`config.mk`:
```
export PLATFORM = sky130hd
export DESIGN_NAME = console_tx
export DESIGN_NICKNAME = d
export VERILOG_FILES = /design/src/rtl/console_tx.sv
export SDC_FILE = /design/constraint.sdc
export NUM_CORES = 1
export LEC_CHECK = 0
export CAP_MARGIN = 20
export CORE_MARGIN = 2
export CORE_UTILIZATION = 40
export CTS_CLUSTER_DIAMETER = 100
export CTS_CLUSTER_SIZE = 10
export DETAILED_ROUTE_END_ITERATION = 16
export GPL_ROUTABILITY_DRIVEN = 0
export SETUP_SLACK_MARGIN = 0.1
export SYNTH_ARGS = -nofsm -noshare
export SYNTH_HDL_FRONTEND = slang
export SYNTH_SLANG_ARGS = --single-unit
```
`constraint.sdc`:
```
create_clock -name clock -period 3.99 [get_ports clock]
set_input_delay 0.798 -clock clock [delete_from_list [all_inputs] [get_ports clock]]
set_output_delay 0.798 -clock clock [all_outputs]
set_load 0.05 [all_outputs]
```
`src/rtl/console_tx.sv`:
```
// console_tx: memory-mapped console output. CPU byte writes to the data
// address are queued in a small FIFO and sent as 8N1 frames on tx. The
// status byte is readable at the adjacent address.
module console_tx #(
  parameter int          CLKS_PER_BIT = 16,
  parameter int          FIFO_DEPTH   = 8,
  parameter logic [15:0] DATA_ADDR    = 16'h005A,
  parameter logic [15:0] STATUS_ADDR  = 16'h005B
) (
  input  logic        clock,
  input  logic        reset,
  input  logic [15:0] address,
  input  logic        write_en,
  input  logic [7:0]  data_in,
  output logic [7:0]  data_out,
  output logic        selected,
  output logic        tx
);

  localparam int PTR_W = $clog2(FIFO_DEPTH);
  localparam int CNT_W = $clog2(CLKS_PER_BIT);
  localparam logic [CNT_W-1:0] LAST_CLK = CNT_W'(CLKS_PER_BIT - 1);
  localparam logic [PTR_W:0]   FULL_CNT = (PTR_W+1)'(FIFO_DEPTH);

  typedef enum logic [1:0] {
    ST_IDLE  = 2'd0,
    ST_START = 2'd1,
    ST_DATA  = 2'd2,
    ST_STOP  = 2'd3
  } tx_state_t;

  // FIFO storage and bookkeeping
  logic [7:0]       fifo_mem [FIFO_DEPTH];
  logic [PTR_W-1:0] head_reg;
  logic [PTR_W-1:0] tail_reg;
  logic [PTR_W:0]   count_reg;
  logic             overflow_reg;

  // Transmitter state
  tx_state_t        state_reg;
  logic [CNT_W-1:0] clk_cnt_reg;
  logic [2:0]       bit_idx_reg;
  logic [7:0]       shift_reg;
  logic             tx_reg;

  logic push_req;
  logic clear_req;
  logic fifo_empty;
  logic fifo_full;
  logic do_push;
  logic do_pop;
  logic bit_done;
  logic [7:0] status_byte;

  assign push_req   = write_en && (address == DATA_ADDR);
  assign clear_req  = write_en && (address == STATUS_ADDR);
  assign fifo_empty = (count_reg == '0);
  assign fifo_full  = (count_reg == FULL_CNT);
  // Full/empty are taken from pre-edge state: a push into a full FIFO is
  // dropped even when the transmitter pops on the same edge.
  assign do_push    = push_req && !fifo_full;
  assign do_pop     = (state_reg == ST_IDLE) && !fifo_empty;
  assign bit_done   = (clk_cnt_reg == LAST_CLK);

  assign status_byte = {4'b0000, overflow_reg, (state_reg != ST_IDLE),
                        fifo_full, fifo_empty};
  assign selected    = (address == DATA_ADDR) || (address == STATUS_ADDR);
  assign data_out    = (address == STATUS_ADDR) ? status_byte : 8'h00;
  assign tx          = tx_reg;

  // FIFO data array, kept reset-free so it maps onto RAM
  always_ff @(posedge clock) begin
    if (do_push) begin
      fifo_mem[tail_reg] <= data_in;
    end
  end

  // FIFO pointers, occupancy count and sticky overflow flag
  always_ff @(posedge clock) begin
    if (reset) begin
      head_reg     <= '0;
      tail_reg     <= '0;
      count_reg    <= '0;
      overflow_reg <= 1'b0;
    end else begin
      if (do_push) tail_reg <= tail_reg + PTR_W'(1);
      if (do_pop)  head_reg <= head_reg + PTR_W'(1);
      case ({do_push, do_pop})
        2'b10:   count_reg <= count_reg + 1'b1;
        2'b01:   count_reg <= count_reg - 1'b1;
        default: count_reg <= count_reg;
      endcase
      // A status write wins over a simultaneous overflow event.
      if (clear_req) begin
        overflow_reg <= 1'b0;
      end else if (push_req && fifo_full) begin
        overflow_reg <= 1'b1;
      end
    end
  end

  // Serial transmitter: start bit, 8 data bits LSB first, stop bit
  always_ff @(posedge clock) begin
    if (reset) begin
      state_reg   <= ST_IDLE;
      clk_cnt_reg <= '0;
      bit_idx_reg <= '0;
      shift_reg   <= '0;
      tx_reg      <= 1'b1;
    end else begin
      case (state_reg)
        ST_IDLE: begin
          tx_reg      <= 1'b1;
          clk_cnt_reg <= '0;
          if (do_pop) begin
            shift_reg <= fifo_mem[head_reg];
            tx_reg    <= 1'b0;
            state_reg <= ST_START;
          end
        end
        ST_START: begin
          if (bit_done) begin
            clk_cnt_reg <= '0;
            bit_idx_reg <= '0;
            tx_reg      <= shift_reg[0];
            state_reg   <= ST_DATA;
          end else begin
            clk_cnt_reg <= clk_cnt_reg + 1'b1;
          end
        end
        ST_DATA: begin
          if (bit_done) begin
            clk_cnt_reg <= '0;
            if (bit_idx_reg == 3'd7) begin
              tx_reg    <= 1'b1;
              state_reg <= ST_STOP;
            end else begin
              shift_reg   <= {1'b0, shift_reg[7:1]};
              tx_reg      <= shift_reg[1];
              bit_idx_reg <= bit_idx_reg + 1'b1;
            end
          end else begin
            clk_cnt_reg <= clk_cnt_reg + 1'b1;
          end
        end
        ST_STOP: begin
          if (bit_done) begin
            clk_cnt_reg <= '0;
            state_reg   <= ST_IDLE;
          end else begin
            clk_cnt_reg <= clk_cnt_reg + 1'b1;
          end
        end
        default: begin
          tx_reg    <= 1'b1;
          state_reg <= ST_IDLE;
        end
      endcase
    end
  end

endmodule

```
==> impl_metrics.ini <==
[grt]
track_usage = 0.150
grt_overflow_total = 0
grt_pass1_vias = 2434
antenna_found_initial = 0
grt_pass1_wl_mm = 12.8
grt_max_degree = 22

[place]
port_buffers = 32
place_ws_ns = 0.403
dp.cells = 465
place_hpwl_mm = 5.40

[pwr]
leakagePower_nw = 1.62
netSwitchingPower_uw = 366
ir_drop_v = 0.000198
p_seq_frac = 0.547
powerDensity_nw_per_um2 = 394
intPower_mw = 1.57
p_sw_frac = 0.189
p_comb_frac = 0.030
p_clk_frac = 0.423

[sta]
grt_setup_unrepaired = no
tightest_slew_ns = 0.877
drv_slew = 0
relSlewSlack = 0.415
setup_tns_ns = 0
fin_crit_ns = 3.56
fmaxAchievable_ghz = 0.281
setup_viol = 0
hold_ws_ns = 0.457
fin_ws_ns = 0.427
finalHoldViolations = 0
layout_worst_path_cycle_share = 0.893
skew_ns = 0.0123

[critical_path]
worstPathRequired_ns = 3.19
crit_arrival_ns = 2.77
crit_fanout = 3
endpoint_kind = primary output
worstRegToRegCells = 10
crit_type = primary input to primary output
start_kind = primary input

[die]
start_util = 0.408
std_cell_rows = 37
fp.dieW_um = 106
die-area_um2 = 11200
dieHeight_um = 106
pin_count = 37
core-area_um2 = 10200

[finish]
antenna_cells = 0
seq_area_um2 = 2560
fin_cells = 481
largest_reg_flops = 64
layout_common_cells = edfxtp_1 (64), dfxtp_1 (32), clkdlybuf4s50_1 (28)
final_common_cell = edfxtp_1
drive_gt1_frac = 0.174
fill_cells = 899
area_growth_pct = 18.1
nets = 379
multiInputGateArea_um2 = 1490

[routing]
dr_total_vias = 2533
firstDrtPassIters = 4
antenna_left = 0
drc = 0
avgViaCountPerCell = 5.27
drt_iter0_markers = 179
wl_mm = 7.86
wl_per_cell_um = 16.3

[synthesis]
synth_seq_cells = 96
synth_area_um2 = 4160
ys_types = 51
synth_top_area_share = 0.462
synth_edf_count = 64
yosysTopAreaCell = edfxtp_1
ys.flop_type = edfxtp_1
synth.avg_cell_area_um2 = 13.9
yosysWarningCount = 0
netlist_instances = 299
synthTopCellsByArea = edfxtp_1 (46%), dfxtp_1 (15%), mux4_2 (8.7%)
async_flop_share = 0
synth_seq_area_share = 0.616

[clock_network]
cts-htree-levels = 3
cts_root_buf = clkbuf_8
post_cts.resized_instances = 0
cts_num_sinks = 96
post_cts_buffers = 0
clk_latency_ns = 0.35
holdBufCountCts = 0
cts_buffers = 9
cts_tree = done
clk_pin_slew_ns = 0.10
cts_buffer_depth = 2

[run_status]
outcome = complete, no violations

[hold_path]
hold_depth = 1
hp-class = flip-flop to flip-flop

[flow_run]
cap_violations = 0
-- stage by stage --
| stage | instance area, um^2 | utilization | total power, mW |
|---|---|---|---|
| after floorplan | 4170 | - | 1.10 |
| after global placement | 4640 | 0.456 | 1.14 |
| after detailed placement | 4640 | 0.456 | 1.14 |
| after CTS | 4910 | 0.482 | 1.96 |
| after global routing | 4910 | 0.482 | 2.00 |
| final | 4910 | 0.482 | 1.93 |
-- power by group through the flow --
stage                     Sequential (mW)  Clock (mW)  Combinational (mW)
after global placement               1.08           0              0.0565
after detailed placement             1.08           0              0.0581
after global routing                 1.06       0.876              0.0624
after CTS                            1.06       0.840              0.0583
final                                1.06       0.819              0.0577
after floorplan                      1.08           0              0.0231
-- metal layers --
layer,up-vias,track usage,part of all wire
met1,1243,0.203,0.45
met4,0,0.0479,0.014
met5,-,0,0
met2,50,0.246,0.50
met3,9,0.0294,0.045
li1,1231,-,-
-- synth_stat cells (2+ instances only) --
cell type  instances
clkbuf_1           5
nand4_1            5
a21oi_1           11
edfxtp_1          64
nand3_1            9
nor2b_1            3
o21ai_0            9
nor2_1            20
nor3_1             7
a22oi_1           14
mux2i_1            3
nor4b_2            3
xor2_1             6
ha_1              12
o211ai_1           7
buf_4              4
or3_1              2
mux4_2            16
dfxtp_1           32
and3_1             4
buf_2              5
nand2_1           18
nand2b_1           4
nor4_1             3
inv_1              6
a31o_2             2
-- worst paths after layout --
kind / from / end / slack, ns
max reg2reg: count_reg[1] / count_reg[2] / 1.31
min reg2reg: clk_cnt_reg[0] / clk_cnt_reg[0] / 0.46
max: address[9] / selected / 0.43
min: clk_cnt_reg[0] / clk_cnt_reg[0] / 0.46
-- worst max-delay path, cell delays in order --
cell	delay, ns
clkdlybuf4s50_1	0.42
nor4_1	0.40
and3_1	0.23
and2_1	0.12
clkdlybuf4s50_1	0.79
-- logic make-up after synthesis --
family	share of synthesized area
flops	0.616
simple gates	0.125
compound gates	0.0858
buf+inv	0.0268
mux	0.0939
fa+ha+maj	0.0361
xor+xnor	0.0148
other cells	0.000902
-- layout make-up --
cell class,instances,area share
Tap cell,136,0.0347
Inverter,6,0.00459
Clock buffer,10,0.0260
Sequential cell,96,0.522
Clock inverter,6,0.0280
Timing Repair Buffer,43,0.0801
Multi-Input combinational cell,184,0.304
Power figures use the tool's default switching activity.
